<file path="config.mk">
export PLATFORM = sky130hd
export DESIGN_NAME = lin_mul_add_flat
export DESIGN_NICKNAME = d
export VERILOG_FILES = /design/src/rtl/lin_mul_add_if.sv /design/src/rtl/lin_mul_add.sv /design/src/flat_wrapper.sv
export SDC_FILE = /design/constraint.sdc
export NUM_CORES = 1
export LEC_CHECK = 0
export ABC_AREA = 1
export BUFFER_PORTS_ARGS = -buffer_cell sky130_fd_sc_hd__clkbuf_2
export CAP_MARGIN = 10
export CORE_MARGIN = 1
export CORE_UTILIZATION = 55
export CTS_CLUSTER_SIZE = 40
export DETAILED_ROUTE_END_ITERATION = 8
export PLACE_DENSITY = 0.76
export SKIP_LAST_GASP = 1
export SLEW_MARGIN = 10
export SYNTH_ARGS = -nofsm -noshare
export SYNTH_HDL_FRONTEND = slang
export SYNTH_SLANG_ARGS = --single-unit
</file>
<file path="constraint.sdc">
create_clock -name ACLK -period 4.48 [get_ports ACLK]
set_clock_uncertainty 0.1 [all_clocks]
set_input_delay 0.224 -clock ACLK [delete_from_list [all_inputs] [get_ports ACLK]]
set_output_delay 0.224 -clock ACLK [all_outputs]
set_load 0.03 [all_outputs]
</file>
<file path="src/rtl/lin_mul_add_if.sv">
// AXI4-Stream bundle shared by the lin_mul_add input and output ports.
// d = sink side (receives data, drives TREADY), s = source side.
interface axi4_stream_if #(
  parameter int DN = 1,
  parameter int DW = 8
) (
  input logic ACLK,
  input logic ARESETn
);
  logic [DN*DW-1:0] TDATA;
  logic [DN-1:0]    TKEEP;
  logic             TLAST;
  logic             TVALID;
  logic             TREADY;

  modport d (input ACLK, input ARESETn, input TDATA, input TKEEP, input TLAST,
             input TVALID, output TREADY);
  modport s (input ACLK, input ARESETn, output TDATA, output TKEEP, output TLAST,
             output TVALID, input TREADY);
endinterface

</file>
<file path="src/rtl/lin_mul_add.sv">
// Per-lane y = sat/wrap(((x*gain + rnd) >>> SHIFT) + offset) on an AXI4-Stream,
// three elastic register stages, plus a saturating count of clipped beats.
module lin_mul_add #(
  parameter int  DN    = 1,
  parameter type DTI   = logic signed [8-1:0],
  parameter type DTO   = logic signed [8-1:0],
  parameter type DTM   = logic signed [8-1:0],
  parameter type DTS   = DTO,
  parameter int  SHIFT = 6,
  parameter int  CW    = 16
) (
  axi4_stream_if.d        sti,
  axi4_stream_if.s        sto,
  input  DTM              cfg_mul,
  input  DTS              cfg_sum,
  input  logic            cfg_rnd,
  input  logic            cfg_sat,
  input  logic            ctl_clr,
  output logic [CW-1:0]   sts_cnt
);
  localparam int DWI = $bits(DTI);
  localparam int DWO = $bits(DTO);
  localparam int DWM = $bits(DTM);
  localparam int DWS = $bits(DTS);
  localparam int DWP = DWI + DWM;
  localparam int DWR = DWP + 1;
  localparam int WS  = (((DWP - SHIFT) > DWS) ? (DWP - SHIFT) : DWS) + 1;

  localparam logic signed [DWR-1:0] RND_HALF = DWR'(2 ** (SHIFT - 1));
  localparam logic signed [WS-1:0]  O_MAX    = WS'(2 ** (DWO - 1) - 1);
  localparam logic signed [WS-1:0]  O_MIN    = WS'(-(2 ** (DWO - 1)));

  logic w_clk;
  logic w_rst_n;
  assign w_clk   = sti.ACLK;
  assign w_rst_n = sti.ARESETn;

  // Elastic handshake: a stage accepts when empty or when its contents move on.
  logic r_v1, r_v2, r_v3;
  logic w_rdy1, w_rdy2, w_rdy3;
  logic w_ld1, w_ld2, w_ld3;

  assign w_rdy3     = sto.TREADY | ~r_v3;
  assign w_rdy2     = w_rdy3 | ~r_v2;
  assign w_rdy1     = w_rdy2 | ~r_v1;
  assign w_ld1      = sti.TVALID & w_rdy1;
  assign w_ld2      = r_v1 & w_rdy2;
  assign w_ld3      = r_v2 & w_rdy3;
  assign sti.TREADY = w_rdy1;

  // NOTE: sequential state uses non-blocking assignments so every flop samples pre-edge values.
  always_ff @(posedge w_clk or negedge w_rst_n) begin
    if (!w_rst_n) begin
      r_v1 <= 1'b0;
      r_v2 <= 1'b0;
      r_v3 <= 1'b0;
    end else begin
      if (w_rdy1) r_v1 <= sti.TVALID;
      if (w_rdy2) r_v2 <= r_v1;
      if (w_rdy3) r_v3 <= r_v2;
    end
  end

  // S1: product, with the rounding choice captured alongside the beat.
  logic signed [DWI-1:0] w_x     [DN];
  logic signed [DWP-1:0] r_p     [DN];
  logic                  r_rnd1;
  logic [DN-1:0]         r_keep1, r_keep2, r_keep3;
  logic                  r_last1, r_last2, r_last3;

  always_comb begin
    for (int l = 0; l < DN; l++) w_x[l] = sti.TDATA[l*DWI +: DWI];
  end

  // NOTE: data/sideband registers carry no reset; the valid flags alone qualify them.
  always_ff @(posedge w_clk) begin
    if (w_ld1) begin
      for (int l = 0; l < DN; l++) r_p[l] <= DWP'(w_x[l]) * DWP'(cfg_mul);
      r_rnd1  <= cfg_rnd;
      r_keep1 <= sti.TKEEP;
      r_last1 <= sti.TLAST;
    end
  end

  // S2: optional half-LSB add, arithmetic shift, offset; WS bits cannot overflow.
  logic signed [DWR-1:0] w_pr [DN];
  logic signed [WS-1:0]  w_s  [DN];
  logic signed [WS-1:0]  r_s  [DN];

  always_comb begin
    for (int l = 0; l < DN; l++) begin
      w_pr[l] = DWR'(r_p[l]) + (r_rnd1 ? RND_HALF : DWR'(0));
      w_s[l]  = WS'(w_pr[l] >>> SHIFT) + WS'(cfg_sum);
    end
  end

  always_ff @(posedge w_clk) begin
    if (w_ld2) begin
      for (int l = 0; l < DN; l++) r_s[l] <= w_s[l];
      r_keep2 <= r_keep1;
      r_last2 <= r_last1;
    end
  end

  // S3: clip or wrap; only kept lanes under saturation flag the beat as clipped.
  logic [DWO-1:0] w_o   [DN];
  logic [DWO-1:0] r_o   [DN];
  logic [DN-1:0]  w_clip;

  // NOTE: defaults first in every combinational block so no path leaves a latch.
  always_comb begin
    w_clip = '0;
    for (int l = 0; l < DN; l++) begin
      w_o[l] = r_s[l][DWO-1:0];
      if (cfg_sat) begin
        if (r_s[l] > O_MAX) begin
          w_o[l]    = O_MAX[DWO-1:0];
          w_clip[l] = r_keep2[l];
        end else if (r_s[l] < O_MIN) begin
          w_o[l]    = O_MIN[DWO-1:0];
          w_clip[l] = r_keep2[l];
        end
      end
    end
  end

  always_ff @(posedge w_clk) begin
    if (w_ld3) begin
      for (int l = 0; l < DN; l++) r_o[l] <= w_o[l];
      r_keep3 <= r_keep2;
      r_last3 <= r_last2;
    end
  end

  logic [DN*DWO-1:0] w_tdata;
  always_comb begin
    w_tdata = '0;
    for (int l = 0; l < DN; l++) w_tdata[l*DWO +: DWO] = r_o[l];
  end

  assign sto.TDATA  = w_tdata;
  assign sto.TKEEP  = r_keep3;
  assign sto.TLAST  = r_last3;
  assign sto.TVALID = r_v3;

  // Clear wins over a same-cycle increment; the count sticks at all-ones.
  logic [CW-1:0] r_cnt;
  always_ff @(posedge w_clk or negedge w_rst_n) begin
    if (!w_rst_n) begin
      r_cnt <= '0;
    end else if (ctl_clr) begin
      r_cnt <= '0;
    end else if (w_ld3 && (|w_clip) && (r_cnt != '1)) begin
      r_cnt <= r_cnt + 1'b1;
    end
  end

  assign sts_cnt = r_cnt;
endmodule

</file>
<file path="src/flat_wrapper.sv">
// flat-port wrapper written by rule: the top's interface ports become plain ports
module lin_mul_add_flat 
#(
  parameter int  DN    = 1,
  parameter type DTI   = logic signed [8-1:0],
  parameter type DTO   = logic signed [8-1:0],
  parameter type DTM   = logic signed [8-1:0],
  parameter type DTS   = DTO,
  parameter int  SHIFT = 6,
  parameter int  CW    = 16
)
  (cfg_mul, cfg_sum, cfg_rnd, cfg_sat, ctl_clr, sts_cnt, ACLK, ARESETn, sti_TDATA, sti_TKEEP, sti_TLAST, sti_TVALID, sti_TREADY, sto_TDATA, sto_TKEEP, sto_TLAST, sto_TVALID, sto_TREADY);
  axi4_stream_if #(.DN(DN), .DW(8)) sti_i (.ACLK(ACLK), .ARESETn(ARESETn));
  axi4_stream_if #(.DN(DN), .DW(8)) sto_i (.ACLK(ACLK), .ARESETn(ARESETn));
  input  DTM cfg_mul;
  input  DTS cfg_sum;
  input  logic cfg_rnd;
  input  logic cfg_sat;
  input  logic ctl_clr;
  output logic [CW-1:0] sts_cnt;
  input wire logic ACLK;
  input wire logic ARESETn;
  input wire logic [$bits(sti_i.TDATA)-1:0] sti_TDATA;
  input wire logic [$bits(sti_i.TKEEP)-1:0] sti_TKEEP;
  input wire logic [$bits(sti_i.TLAST)-1:0] sti_TLAST;
  input wire logic [$bits(sti_i.TVALID)-1:0] sti_TVALID;
  output wire logic [$bits(sti_i.TREADY)-1:0] sti_TREADY;
  output wire logic [$bits(sto_i.TDATA)-1:0] sto_TDATA;
  output wire logic [$bits(sto_i.TKEEP)-1:0] sto_TKEEP;
  output wire logic [$bits(sto_i.TLAST)-1:0] sto_TLAST;
  output wire logic [$bits(sto_i.TVALID)-1:0] sto_TVALID;
  input wire logic [$bits(sto_i.TREADY)-1:0] sto_TREADY;
  assign sti_i.TDATA = sti_TDATA;
  assign sti_i.TKEEP = sti_TKEEP;
  assign sti_i.TLAST = sti_TLAST;
  assign sti_i.TVALID = sti_TVALID;
  assign sti_TREADY = sti_i.TREADY;
  assign sto_TDATA = sto_i.TDATA;
  assign sto_TKEEP = sto_i.TKEEP;
  assign sto_TLAST = sto_i.TLAST;
  assign sto_TVALID = sto_i.TVALID;
  assign sto_i.TREADY = sto_TREADY;
  lin_mul_add #(.DN(DN), .DTI(DTI), .DTO(DTO), .DTM(DTM), .DTS(DTS), .SHIFT(SHIFT), .CW(CW)) u_core (.sti(sti_i), .sto(sto_i), .cfg_mul(cfg_mul), .cfg_sum(cfg_sum), .cfg_rnd(cfg_rnd), .cfg_sat(cfg_sat), .ctl_clr(ctl_clr), .sts_cnt(sts_cnt));
endmodule
</file>
# Word level (Yosys, flattened, before mapping)
# Memories as Yosys holds them, arrays and structs flattened.
# Cells that the tools add are included.
classes:
  addsub: 3
  mul: 1
  div_mod_pow: 0
  order_cmp: 2
  n_eq_ne: 1
  n_shift: 0
  n_mux: 15
  bitwise_logic: 9
  reduce_logical: 3
op_table:
  columns: ["op", "n"]
  rows:
  - ["16-bit two-way mux", 2]
  - ["8-bit two-way mux", 3]
  - ["16-bit by 7-bit adder with 17-bit output", 1]
  - ["16-bit by 1-bit adder with 16-bit output, second input constant", 1]
  - ["8-bit by 8-bit multiplier with 16-bit output", 1]
  - ["16-bit inequality test, second input constant", 1]
  - ["11-bit by 8-bit adder with 11-bit output", 1]
  - ["11-bit by 8-bit > comparator with 1-bit output, second input constant", 1]
  - ["11-bit by 8-bit less-than comparator with 1-bit output, second input constant", 1]
  - ["1-bit two-way mux", 9]
  - ["6-bit two-way mux", 1]
  - ["1-bit AND", 3]
  - ["1-bit NOT", 3]
  - ["1-bit bitwise OR", 3]
  - ["1-bit logical AND", 2]
  - ["2-bit nonzero test", 1]
totals:
  regBits: 26
  latchBits: 0
  ramBits: 35
  romBits: 0
  in_bits: 33
  output_inout_bits: 28
  wordCells: 48
  n_memories: 3
mem_list:
  columns: ["memory", "depth", "width", "rd", "rd_ports_with_merged_regs", "write_ports", "line_no", "rtl"]
  rows:
  - ["u_core.r_p", 1, 16, 1, 0, 1, "lin_mul_add.sv:66", "logic signed [DWP-1:0] r_p [DN];"]
  - ["u_core.r_s", 1, 11, 1, 0, 1, "lin_mul_add.sv:88", "logic signed [WS-1:0] r_s [DN];"]
  - ["u_core.r_o", 1, 8, 1, 0, 1, "lin_mul_add.sv:107", "logic [DWO-1:0] r_o [DN];"]

# Depth between registers and ports, before layout
# Gate-level depths: netlist of the first run.
# An unclocked memory read counts as a cell.
logic_depth:
  ltp_word: 9
  depth_mapped: 21
  depth_no_buf: 20

# Least setup slack after synthesis of the first run
# Ideal clock, no wire load.
synth_timing:
  path_type: "input -> register"
  startpoint: "input sti_TDATA[7]"
  endpoint: "memory u_core.r_p[0][15] (netlist name) (data pin)"
  arrival_time_ps: 3881
  t_required_ps: 4128
  setup_slack_ps: 247
  path_stages: 21
  cell_sequence: "clkbuf_1 > nand2_1 > inv_1 > fa_1 > inv_1 > fa_1 > inv_1 > fa_1 > inv_1 > fa_1 > inv_1 > ha_1 > nand2_1 > nor2_1 > inv_1 > nor2_1 > nand2_1 > nand3_1 > inv_1 > nand2_1 > nand2_1"
synth_between:
  elab_chain_cells: 1
synth_rtl:
  columns: ["element", "line_no", "rtl"]
  rows:
  - ["from (decl)", "flat_wrapper.sv:23", "input wire logic [$bits(sti_i.TDATA)-1:0] sti_TDATA;"]
  - ["8-bit by 8-bit multiplier with 16-bit output", "lin_mul_add.sv:78", "for (int l = 0; l < DN; l++) r_p[l] <= DWP'(w_x[l]) * DWP'(cfg_mul);"]
  - ["to (decl)", "lin_mul_add.sv:66", null]
# No other way between the ends.

# Final worst setup path of the first run
layout_timing:
  startpoint: "input cfg_mul[3] (netlist name)"
  endpoint: "memory u_core.r_p[0][15] (netlist name) (data pin)"
layout_between:
  elab_chain_cells: 1
layout_rtl:
  columns: ["element", "line_no", "rtl"]
  rows:
  - ["from (decl)", "flat_wrapper.sv:15", "input DTM cfg_mul;"]
  - ["8-bit by 8-bit multiplier with 16-bit output", "lin_mul_add.sv:78", null]
# No other way between the ends.

==> impl_metrics.json, run 1 <==
{
  "finalPower_mw": 3.226,
  "track_usage": 0.2221,
  "final_antenna_net_count": 0,
  "cts.sinks": 56,
  "critPathMaxFanout": 8,
  "placed_area_um2": 6202,
  "crit_type": "input pin to flip-flop",
  "yosys_warnings": 0,
  "slew-limit-headroom": 0.3870,
  "grt_pass1_vias": 4570,
  "cts_resized": 0,
  "ys_seq_area_frac": 0.2752,
  "clockBufferDepth": 2,
  "syn_avg_cell_area_um2": 7.834,
  "leakagePower_nw": 3.455,
  "yosysTopAreaCell": "edfxtp_1",
  "hold_viol": 0,
  "critPathArrivalTime_ns": 4.09,
  "r2r-end": "u_core.r_s[0][10]",
  "syn_nets": 863,
  "synthTopCellsByArea": "edfxtp_1, fa_1, nand2_1, inv_1, ha_1",
  "finalSetupViolations": 0,
  "h-tree-depth": 2,
  "tritoncts": "done",
  "netlist_area_um2": 5766,
  "status": "finished, final reports clean",
  "drive_above_1_share": 0.1068,
  "yosysUniqueCellTypes": 32,
  "grt_max_degree": 20,
  "worst_slew_pin_slew_ns": 0.9195,
  "setup_tns_ns": 0,
  "synth-seq-cells": 56,
  "place_congestion": 0.9111,
  "syn2layout_area_growth_pct": 9.505,
  "r2r_cells": 15,
  "antenna_cells": 0,
  "netlist_instances": 736,
  "period_share": 0.9211,
  "hold_buffers": 2,
  "critPathLaunchType": "input pin",
  "crit_required_ns": 4.44,
  "clock_latency_ns": 0.31,
  "die_h_um": 104.4,
  "synth_most_common_cell": "nand2_1",
  "drt_iter0_markers": 227,
  "die_area_um2": 10900,
  "numCtsBuffers": 5,
  "rsz0062_at_grt": "false",
  "async_flop_share": 0.3393,
  "layout.cells.non_filler": 932,
  "synth_common_cells": "nand2_1, inv_1, fa_1, nor2_1, ha_1",
  "holdPathStages": 1,
  "hold_end": "u_core.r_last1",
  "cp-end-kind": "flip-flop",
  "hp-start": "sti_TLAST",
  "wirelength_mm": 11.42,
  "peakVddDrop_v": 0.0002545,
  "fp.dieW_um": 104.4,
  "portBuffers": 60,
  "std_cell_rows": 37,
  "drc": 0,
  "max_freq_mhz": 242.3,
  "via_count": 4695,
  "routedWlPerCell_um": 12.25,
  "fin_nets": 922,
  "min_period_ns": 4.127,
  "drv_slew": 0,
  "root_buffer": "clkbuf_8",
  "firstDrtPassIters": 5,
  "max_cap_viol_count": 0,
  "synth_edf_count": 37,
  "core_region_area_um2": 10230,
  "post_cts_buffers": 0,
  "dp_hpwl_mm": 9.691,
  "io_pins": 61,
  "r2r-start": "u_core.r_rnd1",
  "initial_utilization": 0.5635,
  "synth_top_cell_area_share": 0.1927,
  "hp-class": "input pin to flip-flop",
  "clk_pin_slew_ns": 0.09,
  "regToRegSetupSlack_ns": 1.71,
  "overflow": 0,
  "grt_pass1_wl_mm": 19.78,
  "dpl.cell_count": 922,
  "synth_flop_cell": "edfxtp_1",
  "viasPerCell": 5.038,
  "power_density_nw_per_um2": 511.0,
  "fin_area_um2": 6314,
  "antenna_found_initial": 0
}
metrics by stage:
step           hold WS (ns)  utilization  worst slack [ns]
2_1_floorplan       -0.1716            -            0.2466
3_3_place_gp        0.09743       0.6062            0.1476
3_5_place_dp         0.1076       0.6062           0.05514
4_1_cts             0.01619       0.6171            0.3779
5_1_grt             0.01624       0.6171            0.1019
6_report            0.02215       0.6171            0.3533
per-layer routing:
metal | wire length, um | GRT usage | part of all wire | vias to the layer above
met2 | 6007 | 0.4243 | 0.53 | 121
met5 | 0 | 0 | 0 | -
met4 | 175 | 0.05714 | 0.015 | 0
met3 | 322 | 0.01566 | 0.028 | 18
met1 | 4912 | 0.2677 | 0.43 | 2184
li1 | - | - | - | 2372
critical path, stage by stage:
cell and delay, ns:
clkbuf_2 0.16, nand2_1 0.08, inv_1 0.07, fa_1 0.59, inv_1 0.15, fa_1 0.55, inv_1 0.05, fa_1 0.53
inv_1 0.05, fa_1 0.52, inv_1 0.04, ha_1 0.35, nand2_1 0.12, nor2_1 0.16, inv_1 0.05, nor2_1 0.10
nand2_1 0.06, nand3_1 0.09, inv_1 0.05, nand2_1 0.05, nand2_1 0.04
cells in the final DEF, fill, tap and decap left out, types with 2 or more instances in the layout:
cell type	netlist	final
nand2_1	221	221
inv_1	166	166
clkbuf_2	0	60
fa_1	55	55
nor2_1	44	44
ha_1	39	39
edfxtp_1	37	37
nand3_1	33	33
nand4_1	22	22
dfrtp_1	19	19
a21oi_1	18	18
xor2_1	16	16
xnor2_1	9	9
o21ai_0	9	9
o21bai_1	7	7
clkbuf_8	0	5
or2_2	4	4
buf_4	1	4
nor3_1	3	3
nand2_2	3	3
nor2_4	3	3
nand3b_1	2	2
and3_1	2	2
nor2_2	2	2
dlygate4sd3_1	0	2
worst max-delay path by stage:
stage                             from                end  slack, ns
final                       cfg_mul[3]  u_core.r_p[0][15]       0.35
after global routing        cfg_mul[3]  u_core.r_p[0][15]       0.10
after CTS                   cfg_mul[3]  u_core.r_p[0][15]       0.38
after detailed placement    cfg_mul[3]  u_core.r_p[0][15]       0.06
after global placement      cfg_mul[3]  u_core.r_p[0][15]       0.15
after floorplan           sti_TDATA[7]  u_core.r_p[0][15]       0.25
layout make-up:
| type | instances | area (um2) |
|---|---|---|
| fill | 914 | 3918 |
| multi-input combinational | 499 | 3488 |
| sequential | 56 | 1587 |
| inverter | 167 | 626.9 |
| timing repair buffer | 66 | 350.3 |
| tap | 136 | 170.2 |
| clock buffer | 6 | 76.32 |
| clock inverter | 2 | 15.01 |
state kept, by name, summed over array words and instances (netlist names):
| register | flops |
|---|---|
| u_core.r_last2 | 1 |
| u_core.r_v1 | 1 |
| u_core.r_v2 | 1 |
| u_core.r_keep2 | 1 |
| u_core.r_rnd1 | 1 |
| u_core.sts_cnt | 16 |
| u_core.r_p | 11 |
| u_core.r_keep1 | 1 |
| u_core.r_s | 11 |
| u_core.sto.TKEEP | 1 |
| u_core.r_last1 | 1 |
| u_core.r_o | 8 |
| u_core.sto.TVALID | 1 |
| u_core.sto.TLAST | 1 |
cells by family (layout without fill, tap and decap cells):
logic type | after synthesis | after routing | synth area share
xor+xnor | 25 | 25 | 0.03798
buf+inv | 181 | 241 | 0.1198
simple gates | 342 | 342 | 0.2539
compound gates | 38 | 38 | 0.03755
flops | 56 | 56 | 0.2752
fa+ha+maj | 94 | 94 | 0.2756
report_power, final:
part	switching, mW	leakage [nW]	internal [mW]
registers	0.0933	0.614	0.834
logic	1.27	2.79	0.758
clock network	0.155	0.0491	0.118
total	1.52	3.46	1.71
(Power assumes the default switching activity.)
==> inputs of run 2 (changes only) <==
Settings changed: MAX_ROUTING_LAYER from default to met4.
==> run 2 against run 1 <==
Compared with the run above:
- sequential cell count stayed put
- highest routed layer unchanged
- critical path depth unchanged
- critical endpoint unchanged
- maximum frequency decreased by 0.58%
- largest power group unchanged
==> impl_metrics.json, run 2 (same netlist as run 1, synthesis figures left out) <==
{
  "finalSetupViolations": 0,
  "crit_chain": "clkbuf_2 -> nand2_1 -> inv_1 -> fa_1 -> inv_1 -> fa_1 -> inv_1 -> fa_1 -> inv_1 -> fa_1 -> inv_1 -> ha_1 -> nand2_1 -> nor2_1 -> inv_1 -> nor2_1 -> nand2_1 -> nand3_1 -> inv_1 -> nand2_1 -> nand2_1",
  "cpMostUsedCell": "inv_1",
  "leakagePower_nw": 3.444,
  "regToRegSetupSlack_ns": 1.70,
  "hp-class": "input pin to flip-flop",
  "path_buf_inv": 8,
  "final_core_util": 0.6158,
  "critPathMaxFanout": 8,
  "fp.dieW_um": 104.4,
  "crit_required_ns": 4.45,
  "final_antenna_net_count": 0,
  "core_region_area_um2": 10230,
  "post_cts_buffers": 0,
  "initial_utilization": 0.5635,
  "crit_type": "input pin to flip-flop",
  "drt_iter0_markers": 207,
  "grt_pass1_vias": 4603,
  "numCtsBuffers": 5,
  "grt_max_degree": 20,
  "portBuffers": 60,
  "place_congestion": 0.9175,
  "peakVddDrop_v": 0.0002696,
  "overflow": 0,
  "critPathArrivalTime_ns": 4.12,
  "cts_resized": 0,
  "die_h_um": 104.4,
  "antenna_cells": 0,
  "cp_slowest_cell": "fa_1",
  "period_share": 0.9265,
  "critPathLaunchType": "input pin",
  "wirelength_mm": 11.41,
  "tritoncts": "done",
  "dpl.cell_count": 921,
  "final_common_cell": "nand2_1",
  "min_period_ns": 4.151,
  "root_buffer": "clkbuf_8",
  "drv_slew": 0,
  "track_usage": 0.2316,
  "r2r-start": "u_core.r_rnd1",
  "hold_end": "u_core.r_keep1",
  "r2r_cells": 15,
  "r2r-end": "u_core.r_s[0][10]",
  "h-tree-depth": 2,
  "std_cell_rows": 37,
  "power_density_nw_per_um2": 509.2,
  "largest_reg_flops": 16,
  "drc": 0,
  "placed_area_um2": 6195,
  "cp_top_family": "adder cells",
  "slew-limit-headroom": 0.3705,
  "viasPerCell": 5.073,
  "worst_slew_pin_slew_ns": 0.9443,
  "drive_above_1_share": 0.1031,
  "max_freq_mhz": 240.9,
  "finalPower_mw": 3.208,
  "status": "finished, final reports clean",
  "io_pins": 61,
  "firstDrtPassIters": 5,
  "fin_nets": 921,
  "fin_area_um2": 6300,
  "grt_pass1_wl_mm": 20.19,
  "layout.cells.non_filler": 931,
  "via_count": 4723,
  "slowest_delay_ns": 0.57,
  "clockBufferDepth": 2,
  "setup_tns_ns": 0,
  "syn2layout_area_growth_pct": 9.266,
  "max_cap_viol_count": 0,
  "cp-end-kind": "flip-flop",
  "hold_viol": 0,
  "dp_hpwl_mm": 9.645,
  "cts.sinks": 56,
  "hp-start": "sti_TKEEP",
  "die_area_um2": 10900,
  "antenna_found_initial": 0,
  "clk_pin_slew_ns": 0.10,
  "routedWlPerCell_um": 12.26,
  "rsz0062_at_grt": "false",
  "hold_buffers": 1,
  "layout_common_cells": "nand2_1, inv_1, clkbuf_2",
  "holdPathStages": 1,
  "clock_latency_ns": 0.31
}
==> run 2: cell type report <==
cell class | count | area (um2)
repair buffers | 65 | 342.8
inverters | 167 | 626.9
clock inverters | 1 | 8.758
multi-input cells | 499 | 3488
well taps | 136 | 170.2
clock buffers | 7 | 76.32
flip-flops and latches | 56 | 1587
fillers | 923 | 3931
==> run 2: report_power, final <==
group,internal (mW),switching [mW]
Combinational,0.756,1.26
Clock,0.112,0.154
Sequential,0.833,0.0896
Total,1.70,1.51
==> run 2: metal layers <==
metal  wire length, um  global-route usage
met5                 0                   -
met4               239             0.07041
met3               404             0.01566
met2              5801              0.4068
met1              4969              0.2861
==> run 2: through the flow <==
stage                     setup WS, ns  hold slack (ns)
after global placement          0.1157          0.09953
after global routing           0.02575        0.0002323
final                           0.3294          0.01789
after detailed placement    -0.0003078           0.1127
after CTS                       0.3246         0.005180
after floorplan                 0.2466          -0.1716
==> run 2: worst max path at each step <==
| stage | from | endpoint | slack [ns] | depth (start not counted) |
|---|---|---|---|---|
| after floorplan | sti_TDATA[7] | u_core.r_p[0][15] | 0.25 | 21 |
| after global placement | sti_TDATA[7] | u_core.r_p[0][15] | 0.12 | 21 |
| after detailed placement | sti_TDATA[7] | u_core.r_p[0][15] | -0.0003 | 21 |
| after CTS | sti_TDATA[7] | u_core.r_p[0][15] | 0.32 | 21 |
| after global routing | sti_TDATA[7] | u_core.r_p[0][15] | 0.03 | 21 |
| final | sti_TDATA[7] | u_core.r_p[0][15] | 0.33 | 21 |
==> inputs of run 3 (changes only) <==
Settings changed: ABC_AREA 1 to 0, PLACE_DENSITY 0.76 to 0.77.
==> run 3 against run 2 <==
Compared with the run above:
- global-route usage down 3.3 points
- routed wire length decreased by 22%
- clock-buffer cell count is 2 lower
- sequential power down 3.5%
- hold slack improved by 0.012 ns
- sequential cell count unchanged
- combinational power shrank 10%
- clock power increased by 3%
- core utilization is 3.2 points higher
- via count is 23% lower
- critical path depth is 6 lower
- critical path type unchanged
- critical endpoint is now u_core.r_p[0][14]
==> impl_metrics.json, run 3 <==
{
  "die_area_um2": 9780,
  "viasPerCell": 5.228,
  "cts.sinks": 56,
  "antenna_cells": 0,
  "grt_pass1_vias": 3591,
  "final_antenna_net_count": 0,
  "fp.dieW_um": 98.90,
  "root_buffer": "clkbuf_8",
  "syn_avg_cell_area_um2": 10.09,
  "rsz0062_at_grt": "false",
  "drv_slew": 0,
  "drive_above_1_share": 0.1399,
  "grt_pass1_wl_mm": 15.25,
  "yosysUniqueCellTypes": 44,
  "netlist_area_um2": 5164,
  "place_ws_ns": -0.02102,
  "critPathArrivalTime_ns": 4.13,
  "power_density_nw_per_um2": 517.0,
  "syn2layout_area_growth_pct": 11.56,
  "finalPower_mw": 2.978,
  "ys_seq_area_frac": 0.3072,
  "io_pins": 61,
  "peakVddDrop_v": 0.0002328,
  "synth_top_cell_area_share": 0.2152,
  "slew-limit-headroom": 0.4677,
  "async_flop_share": 0.3393,
  "max_freq_mhz": 239.9,
  "antenna_found_initial": 0,
  "synth_common_cells": "inv_1, fa_1, ha_1, and2_1",
  "largest_reg_flops": 16,
  "leakagePower_nw": 2.674,
  "dp_hpwl_mm": 7.516,
  "crit_type": "input pin to flip-flop",
  "core_region_area_um2": 8891,
  "via_count": 3628,
  "period_share": 0.9303,
  "initial_utilization": 0.5808,
  "clock_latency_ns": 0.31,
  "setup_tns_ns": 0,
  "std_cell_rows": 34,
  "synth-seq-cells": 56,
  "fill_cells": 726,
  "synth_flop_cell": "edfxtp_1",
  "portBuffers": 60,
  "hp-class": "input pin to flip-flop",
  "synthTopCellsByArea": "edfxtp_1, fa_1, ha_1, dfrtp_1, inv_1",
  "final_common_cell": "inv_1",
  "synth_edf_count": 37,
  "clk_pin_slew_ns": 0.10,
  "firstDrtPassIters": 4,
  "grt_max_degree": 20,
  "drt_iter0_markers": 166,
  "min_period_ns": 4.168,
  "overflow": 0,
  "critPathLaunchType": "input pin",
  "final_core_util": 0.6479,
  "hold_viol": 0,
  "timing.final.ws_setup_ns": 0.3122,
  "worst_slew_pin_slew_ns": 0.7968,
  "status": "finished, final reports clean",
  "die_h_um": 98.90,
  "hold_buffers": 3,
  "routedWlPerCell_um": 12.82,
  "numCtsBuffers": 5,
  "track_usage": 0.1985,
  "synth_most_common_cell": "inv_1",
  "finalSetupViolations": 0,
  "h-tree-depth": 2,
  "crit_required_ns": 4.44,
  "post_cts_buffers": 0,
  "yosys_warnings": 0,
  "fin_nets": 712,
  "drc": 0,
  "clockBufferDepth": 2,
  "cts_resized": 0,
  "syn_nets": 639,
  "critPathMaxFanout": 7,
  "yosysTopAreaCell": "edfxtp_1",
  "netlist_instances": 512,
  "whs_ns": 0.03022,
  "wirelength_mm": 8.896,
  "cp-end-kind": "flip-flop",
  "layout_common_cells": "inv_1, clkbuf_2, fa_1",
  "max_cap_viol_count": 0,
  "tritoncts": "done",
  "place_congestion": 0.9013
}
run 3: cell types whose count changed after synthesis, moves of 17 or more:
cell	change
inv_1	-79
and2_1	+37
nand3_1	-17
nand4_1	-19
nand2_1	-184
xnor2_1	+27
run 3: power breakdown:
part | internal [mW] | total [mW] | switching, mW
clock network | 0.112 | 0.273 | 0.161
registers | 0.821 | 0.891 | 0.0700
logic | 0.829 | 1.81 | 0.985
total | 1.76 | 2.98 | 1.22
run 3: per-layer routing:
metal  wire, um  GRT usage  vias to the layer above  part of all wire
met5          0          -                        -                 0
met4         63    0.04363                        0            0.0071
met3        207    0.01773                        4             0.023
met2       4615     0.3642                       54              0.52
met1       4009     0.2371                     1754              0.45
li1           -          -                     1816                 -
run 3: kinds of logic (layout without fill, tap and decap cells):
group	after synthesis	in the layout	synth area share
compound gates	54	54	0.06688
xor+xnor	46	46	0.07802
fa+ha+maj	94	94	0.3077
buf+inv	91	165	0.06615
flops	56	56	0.3072
mux	2	2	0.004119
simple gates	169	169	0.1699
run 3: final cells by class:
type	instances	area, um2	area share
inverters	87	326.6	0.05669
well taps	108	135.1	0.02346
clock inverters	3	22.52	0.003910
clock buffers	5	68.82	0.01195
flip-flops and latches	56	1587	0.2754
repair buffers	70	385.4	0.06690
multi-input cells	365	3236	0.5617
run 3: per-stage QoR:
step                      cells  cell area, um2
after global placement      682            5629
after detailed placement    682            5629
after CTS                   693            5751
after floorplan             512            5164
after global routing        694            5761
final                       694            5761
run 3: worst paths after layout:
kind / from / end / slack [ns] / cells after the start
min reg2reg: u_core.r_keep1 / u_core.r_keep2 / 0.33 / 0
max reg2reg: u_core.r_rnd1 / u_core.r_s[0][10] / 1.50 / 9
min: sti_TVALID / u_core.r_v1 / 0.03 / 2
min in group asynchronous: ARESETn / u_core.sts_cnt[12] / 0.30 / 2
max: cfg_mul[7] / u_core.r_p[0][14] / 0.31 / 15
max in group asynchronous: ARESETn / u_core.sts_cnt[6] / 3.66 / 2
run 3: critical path, stage by stage:
cell and delay [ns]:
clkbuf_2 0.10, inv_1 0.19, nor2_1 0.11, fa_1 0.53, fa_1 0.52, fa_1 0.54
inv_1 0.05, fa_1 0.53, inv_1 0.05, ha_1 0.30, o21a_1 0.21, nand2_1 0.09
a21oi_1 0.06, o31a_1 0.28, a311o_1 0.35
